## config.mk

```make
export PLATFORM = sky130hd
export DESIGN_NAME = round_robin_src_4x1_flat
export DESIGN_NICKNAME = d
export VERILOG_FILES = /design/src/rtl/round_robin_src_4x1_if.sv /design/src/rtl/round_robin_src_4x1.sv /design/src/flat_wrapper.sv
export SDC_FILE = /design/constraint.sdc
export NUM_CORES = 1
export LEC_CHECK = 0
export ABC_AREA = 1
export CAP_MARGIN = 15
export CORE_ASPECT_RATIO = 1.5
export CORE_UTILIZATION = 40
export DETAILED_ROUTE_END_ITERATION = 8
export GPL_TIMING_DRIVEN = 1
export PLACE_DENSITY = 0.81
export REMOVE_ABC_BUFFERS = 1
export SLEW_MARGIN = 40
export SYNTH_ARGS = -nofsm -noshare
export SYNTH_HDL_FRONTEND = slang
export SYNTH_SLANG_ARGS = --single-unit
```

## constraint.sdc

```tcl
create_clock -name clk -period 2.3 [get_ports clk]
set_input_delay 0.345 -clock clk [delete_from_list [all_inputs] [get_ports clk]]
set_output_delay 0.345 -clock clk [all_outputs]
set_load 0.05 [all_outputs]
```

## src/rtl/round_robin_src_4x1_if.sv

```systemverilog
// Bus bundle between the four input FIFOs, the downstream demux_4x1 and
// the round-robin source. The slave modport is the arbiter's view of it.
interface round_robin_src_4x1_if;
  logic [3:0] fifo_empty;
  logic [9:0] fifo_data_0;
  logic [9:0] fifo_data_1;
  logic [9:0] fifo_data_2;
  logic [9:0] fifo_data_3;
  logic [3:0] dest_almost_full;
  logic [3:0] fifo_pop;
  logic [9:0] demuxIn;
  logic [1:0] select;
  logic       valid;
  logic [1:0] grant_id;

  modport slave (
    input  fifo_empty,
    input  fifo_data_0,
    input  fifo_data_1,
    input  fifo_data_2,
    input  fifo_data_3,
    input  dest_almost_full,
    output fifo_pop,
    output demuxIn,
    output select,
    output valid,
    output grant_id
  );

  modport master (
    output fifo_empty,
    output fifo_data_0,
    output fifo_data_1,
    output fifo_data_2,
    output fifo_data_3,
    output dest_almost_full,
    input  fifo_pop,
    input  demuxIn,
    input  select,
    input  valid,
    input  grant_id
  );
endinterface

```

## src/rtl/round_robin_src_4x1.sv

```systemverilog
// Four-input round-robin source feeding a demux_4x1; one word per cycle.
// Optional macro RR_BACKPRESSURE_EN: skip inputs whose destination is almost full.
module round_robin_src_4x1 (
  input  logic                   clk,
  input  logic                   reset,
  round_robin_src_4x1_if.slave   bus
);

  logic [9:0] w_head [4];
  logic [3:0] w_eligible;
  logic [1:0] w_cand;
  logic [1:0] w_grant_idx;
  logic       w_grant_any;
  logic [3:0] w_pop;

  logic [1:0] r_last_grant;
  logic [9:0] r_demux_in;
  logic [1:0] r_select;
  logic       r_valid;
  logic [1:0] r_grant_id;

  assign w_head[0] = bus.fifo_data_0;
  assign w_head[1] = bus.fifo_data_1;
  assign w_head[2] = bus.fifo_data_2;
  assign w_head[3] = bus.fifo_data_3;

  always_comb begin
    w_eligible = '0;
    for (int i = 0; i < 4; i++) begin
`ifdef RR_BACKPRESSURE_EN
      w_eligible[i] = !bus.fifo_empty[i] && !bus.dest_almost_full[w_head[i][9:8]];
`else
      w_eligible[i] = !bus.fifo_empty[i];
`endif
    end
  end

  // Scan last_grant+1 .. last_grant+4; k==4 wraps back to last_grant itself.
  always_comb begin
    w_grant_any = 1'b0;
    w_grant_idx = r_last_grant;
    w_cand      = '0;
    for (int k = 1; k <= 4; k++) begin
      w_cand = r_last_grant + 2'(k);
      if (!w_grant_any && w_eligible[w_cand]) begin
        w_grant_any = 1'b1;
        w_grant_idx = w_cand;
      end
    end
  end

  always_comb begin
    w_pop = '0;
    if (reset && w_grant_any) begin
      w_pop[w_grant_idx] = 1'b1;
    end
  end

  always_ff @(posedge clk) begin
    if (!reset) begin
      r_last_grant <= 2'd3;
      r_demux_in   <= '0;
      r_select     <= '0;
      r_valid      <= 1'b0;
      r_grant_id   <= '0;
    end else if (w_grant_any) begin
      r_last_grant <= w_grant_idx;
      r_demux_in   <= w_head[w_grant_idx];
      r_select     <= w_head[w_grant_idx][9:8];
      r_valid      <= 1'b1;
      r_grant_id   <= w_grant_idx;
    end else begin
      r_valid      <= 1'b0;
    end
  end

  assign bus.fifo_pop = w_pop;
  assign bus.demuxIn  = r_demux_in;
  assign bus.select   = r_select;
  assign bus.valid    = r_valid;
  assign bus.grant_id = r_grant_id;

endmodule

```

## src/flat_wrapper.sv

```systemverilog
// flat-port wrapper written by rule: the top's interface ports become plain ports
module round_robin_src_4x1_flat 
  (clk, reset, bus_fifo_empty, bus_fifo_data_0, bus_fifo_data_1, bus_fifo_data_2, bus_fifo_data_3, bus_dest_almost_full, bus_fifo_pop, bus_demuxIn, bus_select, bus_valid, bus_grant_id);
  round_robin_src_4x1_if bus_i ();
  input  logic clk;
  input  logic reset;
  input wire logic [$bits(bus_i.fifo_empty)-1:0] bus_fifo_empty;
  input wire logic [$bits(bus_i.fifo_data_0)-1:0] bus_fifo_data_0;
  input wire logic [$bits(bus_i.fifo_data_1)-1:0] bus_fifo_data_1;
  input wire logic [$bits(bus_i.fifo_data_2)-1:0] bus_fifo_data_2;
  input wire logic [$bits(bus_i.fifo_data_3)-1:0] bus_fifo_data_3;
  input wire logic [$bits(bus_i.dest_almost_full)-1:0] bus_dest_almost_full;
  output wire logic [$bits(bus_i.fifo_pop)-1:0] bus_fifo_pop;
  output wire logic [$bits(bus_i.demuxIn)-1:0] bus_demuxIn;
  output wire logic [$bits(bus_i.select)-1:0] bus_select;
  output wire logic [$bits(bus_i.valid)-1:0] bus_valid;
  output wire logic [$bits(bus_i.grant_id)-1:0] bus_grant_id;
  assign bus_i.fifo_empty = bus_fifo_empty;
  assign bus_i.fifo_data_0 = bus_fifo_data_0;
  assign bus_i.fifo_data_1 = bus_fifo_data_1;
  assign bus_i.fifo_data_2 = bus_fifo_data_2;
  assign bus_i.fifo_data_3 = bus_fifo_data_3;
  assign bus_i.dest_almost_full = bus_dest_almost_full;
  assign bus_fifo_pop = bus_i.fifo_pop;
  assign bus_demuxIn = bus_i.demuxIn;
  assign bus_select = bus_i.select;
  assign bus_valid = bus_i.valid;
  assign bus_grant_id = bus_i.grant_id;
  round_robin_src_4x1 u_core (.clk(clk), .reset(reset), .bus(bus_i));
endmodule
```

; Word level (Yosys, flattened, before mapping)
; Index checks and enable logic that the tools add are counted.
[word_totals]
ff_bits = 17
out_inout_bits = 19
word_cells = 51
[classes]
bitwise_logic = 1
add_sub_neg = 3
reduce_logical = 12
magnitude_cmp = 7
n_mux = 23
[ops]
columns = operator, n
row1 = $bmux W10 S2, 1
row2 = $mux W10, 2
row3 = $lt A2 B3 Y1 const B, 5
row4 = $mux W1, 10
row5 = $bmux W1 S2, 4
row6 = $mux W2, 4
row7 = $logic_not A1 Y1, 7
row8 = $logic_and A1 B1 Y1, 5
row9 = $add A2 B2 Y2 const B, 2
row10 = $mux W4, 1
row11 = $ge A3 B3 Y1 const B, 1
row12 = $not A2 Y3, 1
row13 = $add A2 B1 Y2 const B, 1
row14 = $demux W1 S2, 1
row15 = $ge A2 B1 Y1 const B, 1

; Longest topological paths before layout
[logic_depth]
word_depth = 18
mapped_depth = 16

; Worst setup path before layout
; Ideal clock, no wire load.
[synth_timing]
path_type = flip-flop to output port
start = register u_core.r_last_grant[0]
end = output bus_fifo_pop[1]
n_path_buf = 1
slack_ps = -47
path_stages_with_launch = 12
required_ps = 1955
arrival_time_ps = 2002
path_cell_list = dfxtp_1 > buf_4 > nand2_1 > nand3_1 > nand2_4 > nand2_1 > nor2_2 > nand2_2 > inv_2 > nor2_8 > nand2_1 > nor2_1
[synth_between]
elab_chain_cells = 18
word_cells_on_any_way = 32
classes_between = add/sub: 3 / order compare: 2 / mux: 19 / reduce/logical: 8
[synth_lines]
columns = element, line_no
row1 = from (decl), round_robin_src_4x1.sv:16  ; logic [1:0] r_last_grant;
row2 = from (signal assigned), round_robin_src_4x1.sv:67  ; r_last_grant <= w_grant_idx;
row3 = $add A2 B1 Y2, round_robin_src_4x1.sv:44  ; w_cand = r_last_grant + 2'(k);
row4 = $bmux W1 S2, round_robin_src_4x1.sv:45  ; if (!w_grant_any && w_eligible[w_cand]) begin
row5 = $mux W1 (not written as such), round_robin_src_4x1.sv:45
row6 = $mux W1, round_robin_src_4x1.sv:45
row7 = $logic_not A1 Y1, round_robin_src_4x1.sv:45
row8 = $logic_and A1 B1 Y1, round_robin_src_4x1.sv:45
row9 = $mux W1, round_robin_src_4x1.sv:45
row10 = $logic_not A1 Y1, round_robin_src_4x1.sv:45
row11 = [2 not listed], n/a
row12 = $logic_not A1 Y1, round_robin_src_4x1.sv:45
row13 = $logic_and A1 B1 Y1, round_robin_src_4x1.sv:45
row14 = $mux W2, round_robin_src_4x1.sv:45
row15 = $lt A2 B3 Y1 (not written as such) / $ge A2 B1 Y1 (equally long branches), round_robin_src_4x1.sv:55  ; w_pop[w_grant_idx] = 1'b1;
row16 = $logic_and A1 B1 Y1 (not written as such), round_robin_src_4x1.sv:55
row17 = $mux W1 (not written as such), round_robin_src_4x1.sv:55
row18 = $demux W1 S2, n/a
row19 = $mux W4 *, round_robin_src_4x1.sv:54  ; if (reset && w_grant_any) begin
row20 = to (decl), flat_wrapper.sv:13  ; output wire logic [$bits(bus_i.fifo_pop)-1:0] bus_fifo_pop;
; Every way passes the cells marked *; elsewhere a longest branch is shown, timed or not. The select of a mux whose other input is x is not followed.

; Worst setup path in the final report
[layout_timing]
start = input bus_fifo_empty[0]
end = output bus_fifo_pop[3]
[layout_between]
elab_chain_cells = 18
word_cells_on_any_way = 30
classes_between = order compare: 2 / mux: 19 / reduce/logical: 9
[layout_lines]
columns = element, line_no
row1 = from (decl), flat_wrapper.sv:7  ; input wire logic [$bits(bus_i.fifo_empty)-1:0] bus_fifo_empty;
row2 = $logic_not A1 Y1 *, round_robin_src_4x1.sv:33  ; w_eligible[i] = !bus.fifo_empty[i];
row3 = $bmux W1 S2, round_robin_src_4x1.sv:45
row4 = $mux W1 (not written as such), round_robin_src_4x1.sv:45
row5 = $mux W1, round_robin_src_4x1.sv:45
row6 = $logic_not A1 Y1, round_robin_src_4x1.sv:45
row7 = $logic_and A1 B1 Y1, round_robin_src_4x1.sv:45
row8 = $mux W1, round_robin_src_4x1.sv:45
row9 = $logic_not A1 Y1, round_robin_src_4x1.sv:45
row10 = [2 not listed], n/a
row11 = $logic_not A1 Y1, round_robin_src_4x1.sv:45
row12 = $logic_and A1 B1 Y1, round_robin_src_4x1.sv:45
row13 = $mux W2, round_robin_src_4x1.sv:45
row14 = $lt A2 B3 Y1 (not written as such) / $ge A2 B1 Y1 (equally long branches), round_robin_src_4x1.sv:55
row15 = $logic_and A1 B1 Y1 (not written as such), round_robin_src_4x1.sv:55
row16 = $mux W1 (not written as such), round_robin_src_4x1.sv:55
row17 = $demux W1 S2, n/a
row18 = $mux W4 *, round_robin_src_4x1.sv:54
; Marked as above.

==> metrics.md <==
| Metric | Value |
|---|---|
| Share of layout cells above drive strength 1 | `0.264` |
| Final hold violations | `0` |
| Setup Skew | `0.00389 ns` |
| Period utilization | `0.980` |
| Total track usage | `0.212` |
| CTS tree | `yes` |
| Starting DRT DRC Count | `26` |
| First-pass GRT wire length | `5.89 mm` |
| Dpl cells | `323` |
| TritonRoute pass-1 iters | `4` |
| Cells after Synth | `211` |
| Yosys warning total | `0` |
| Synth area leaders | `nand2_1, dfxtp_1, nand3_1` |
| Synth cell types | `20` |
| Register area share after synthesis | `0.229` |
| Startpoint types | `input pin` |
| Peak VDD IR | `1.23 mV` |
| Die height | `72.2 um` |
| Drt total wl | `3.84 mm` |
| CP max stage delay | `0.50 ns` |
| Clock Tree Buf Depth | `2` |
| Row count | `25` |
| # clock sinks | `15` |
| Number of diodes | `0` |
| Final hold slack | `0.453 ns` |
| EDFF count, synth | `0` |
| Die Width | `48.8 um` |
| Initial Util | `0.420` |
| Total congestion overflow | `0` |
| #FFs+latches synth | `15` |
| Top_reg_cell synth | `dfxtp_1` |
| CTS Buf Count | `3` |
| Vias in the first global route | `1450` |
| IO Count | `69` |
| Mean post-synth cell area | `6.23 um^2` |
| Data arrival, critical path | `1.91 ns` |
| Total power divided by cell area | `1730 mW/mm^2` |
| Vias per cell | `4.76` |
| Top-area cell type share of the netlist area | `0.243` |
| Final setup viols | `0` |
| Max-Slew Margin vs Limit | `0.645` |
| Reg clk slew, reported paths | `0.07 ns` |
| CP Cell Sequence | `clkdlybuf4s50_1, inv_2, nand2_2, nand3_2, nand2_4, inv_2, nand2_1, nand2_2, nand3_4, nand2_4, buf_12, nor2_4, buf_12` |
| Area of the multi-input gates | `935 um^2` |
| Hold WC Path Type | `flip-flop to flip-flop` |
| Remaining DRCs | `0` |
| Hpwl dp | `2.99 mm` |
| Slowest CP cell | `clkdlybuf4s50_1` |
| Worst Path Max Fanout | `6` |
| Core area | `0.00313 mm^2` |
| I/O Buffers | `64` |
| Final net count | `343` |
| Fill cell count | `255` |
| Status | `completed` |
| Cell Count, Final, Fillers Out | `332` |
| Critical Path Sink Type | `output pin` |
| Critical path type | `input pin to output pin` |
| H-tree Lvls | `1` |
| Tmin final | `2.26 ns` |
| Lkg Pwr | `1.11 nW` |
| Post-synth top area cell | `nand2_1` |
| Clock Latency Late Sink | `0.25 ns` |
| Register Area | `305 um^2` |
| Die Area | `0.00352 mm^2` |
| Root Driver | `clkbuf_8` |
| Max frequency | `0.443 GHz` |
| Setup Total Neg Slack | `0 ns` |
| WL/cell | `11.6 um` |
| Post-synth ARST share | `0` |
| Via count | `1580` |
| Mapped Area | `0.00131 mm^2` |
| Antenna-violating nets left | `0` |
| Worst EP required | `1.96 ns` |
| GPL Wtd Cong | `0.829` |
| Max-cap viol count | `0` |
| Max-slew violation count | `0` |
| Largest net degree at the start of global routing | `18` |
| Slew @ Worst Pin | `0.530 ns` |
| RSZ-0062 raised after global routing | `yes` |
| Area growth syn-to-layout | `72.8%` |
| Cts hold-fix bufs | `0` |
| Antenna violations before repair | `0` |
[Yosys cell counts (2+ instances only)]
master and number:
buf_4 4, buf_6 4, dfxtp_1 15, inv_1 14, inv_2 5, nand2_1 85, nand2_2 11, nand2_4 8
nand3_1 43, nor2_1 11, nor2_2 2
[worst paths after layout]
kind	from	endpoint	slack (ns)	depth (start not counted)
worst max-delay path	bus_fifo_empty[0]	bus_fifo_pop[3]	0.04	13
worst min-delay path	u_core.bus.demuxIn[6]	u_core.bus.demuxIn[6]	0.45	2
worst max register to register	u_core.r_last_grant[0]	u_core.bus.demuxIn[4]	0.40	14
worst min register to register	u_core.bus.demuxIn[6]	u_core.bus.demuxIn[6]	0.45	2
[logic make-up (layout without fill, tap and decap cells)]
group / count (synthesis) / after routing / synth area share
compound gates: 2 / 2 / 0.00952
buf+inv: 27 / 108 / 0.111
flops: 15 / 15 / 0.229
simple gates: 167 / 167 / 0.650
[power by group]
group / leakage [nW] / internal [W] / switching (W)
Clock: 0.0255 / 0.000120 / 0.0000995
Sequential: 0.125 / 0.000376 / 0.0000745
Combinational: 0.957 / 0.00131 / 0.00195
Total: 1.11 / 0.00180 / 0.00213
[metal layers]
metal	part of all wire	routed length [um]	vias to the layer above	GRT usage
met3	0.050	194	4	0.0398
met4	0.011	42	0	0.0752
met1	0.37	1430	699	0.209
li1	-	-	829	-
met5	0	0	-	0
met2	0.57	2170	48	0.427
[critical path, delay by kind of cell]
| family | cells | cell delay [ns] |
|---|---|---|
| and+or+nand+nor | 8 | 0.67 |
| buffers and inverters | 5 | 0.88 |
[registers in the layout, indices dropped and copies added, names as in the netlist]
| name | flops |
|---|---|
| u_core.bus.select | 1 |
| u_core.bus.demuxIn | 9 |
| u_core.bus.grant_id | 2 |
| u_core.bus.valid | 1 |
| u_core.r_last_grant | 2 |
[metrics by stage]
step                instance area (um^2)   util  total power [W]  setup slack [ns]
finish                              2270  0.726          0.00393            0.0449
CTS                                 2150  0.686          0.00360          -0.00876
global route                        2270  0.726          0.00422           -0.0399
detailed placement                  2090  0.668          0.00334           -0.0308
global placement                    2090  0.668          0.00330           -0.0132
floorplan                           1240      -          0.00230            -0.290
[area by class of cell]
class,instances,area share
repair buffers,85,0.379
well taps,40,0.0221
multi-input cells,169,0.412
flip-flops and latches,15,0.135
clock buffers,3,0.0182
clock inverters,1,0.00221
inverters,19,0.0325
[layout by cell type (no fill, tap or decap), types with 5 or more instances in the layout]
cell             count
buf_12               5
buf_4               19
clkdlybuf4s50_1     58
dfxtp_1             13
inv_1               13
inv_2                5
nand2_1             79
nand2_2             16
nand2_4              9
nand3_1             40
nor2_1               7
[repair_timing]
action | in CTS | in global routing
endpoints found under the setup margin | 4 | 4
resized for setup | 5 | 21
pin swaps | 1 | 7
buffers inserted | 0 | 5
Power figures use the tool's default switching activity.
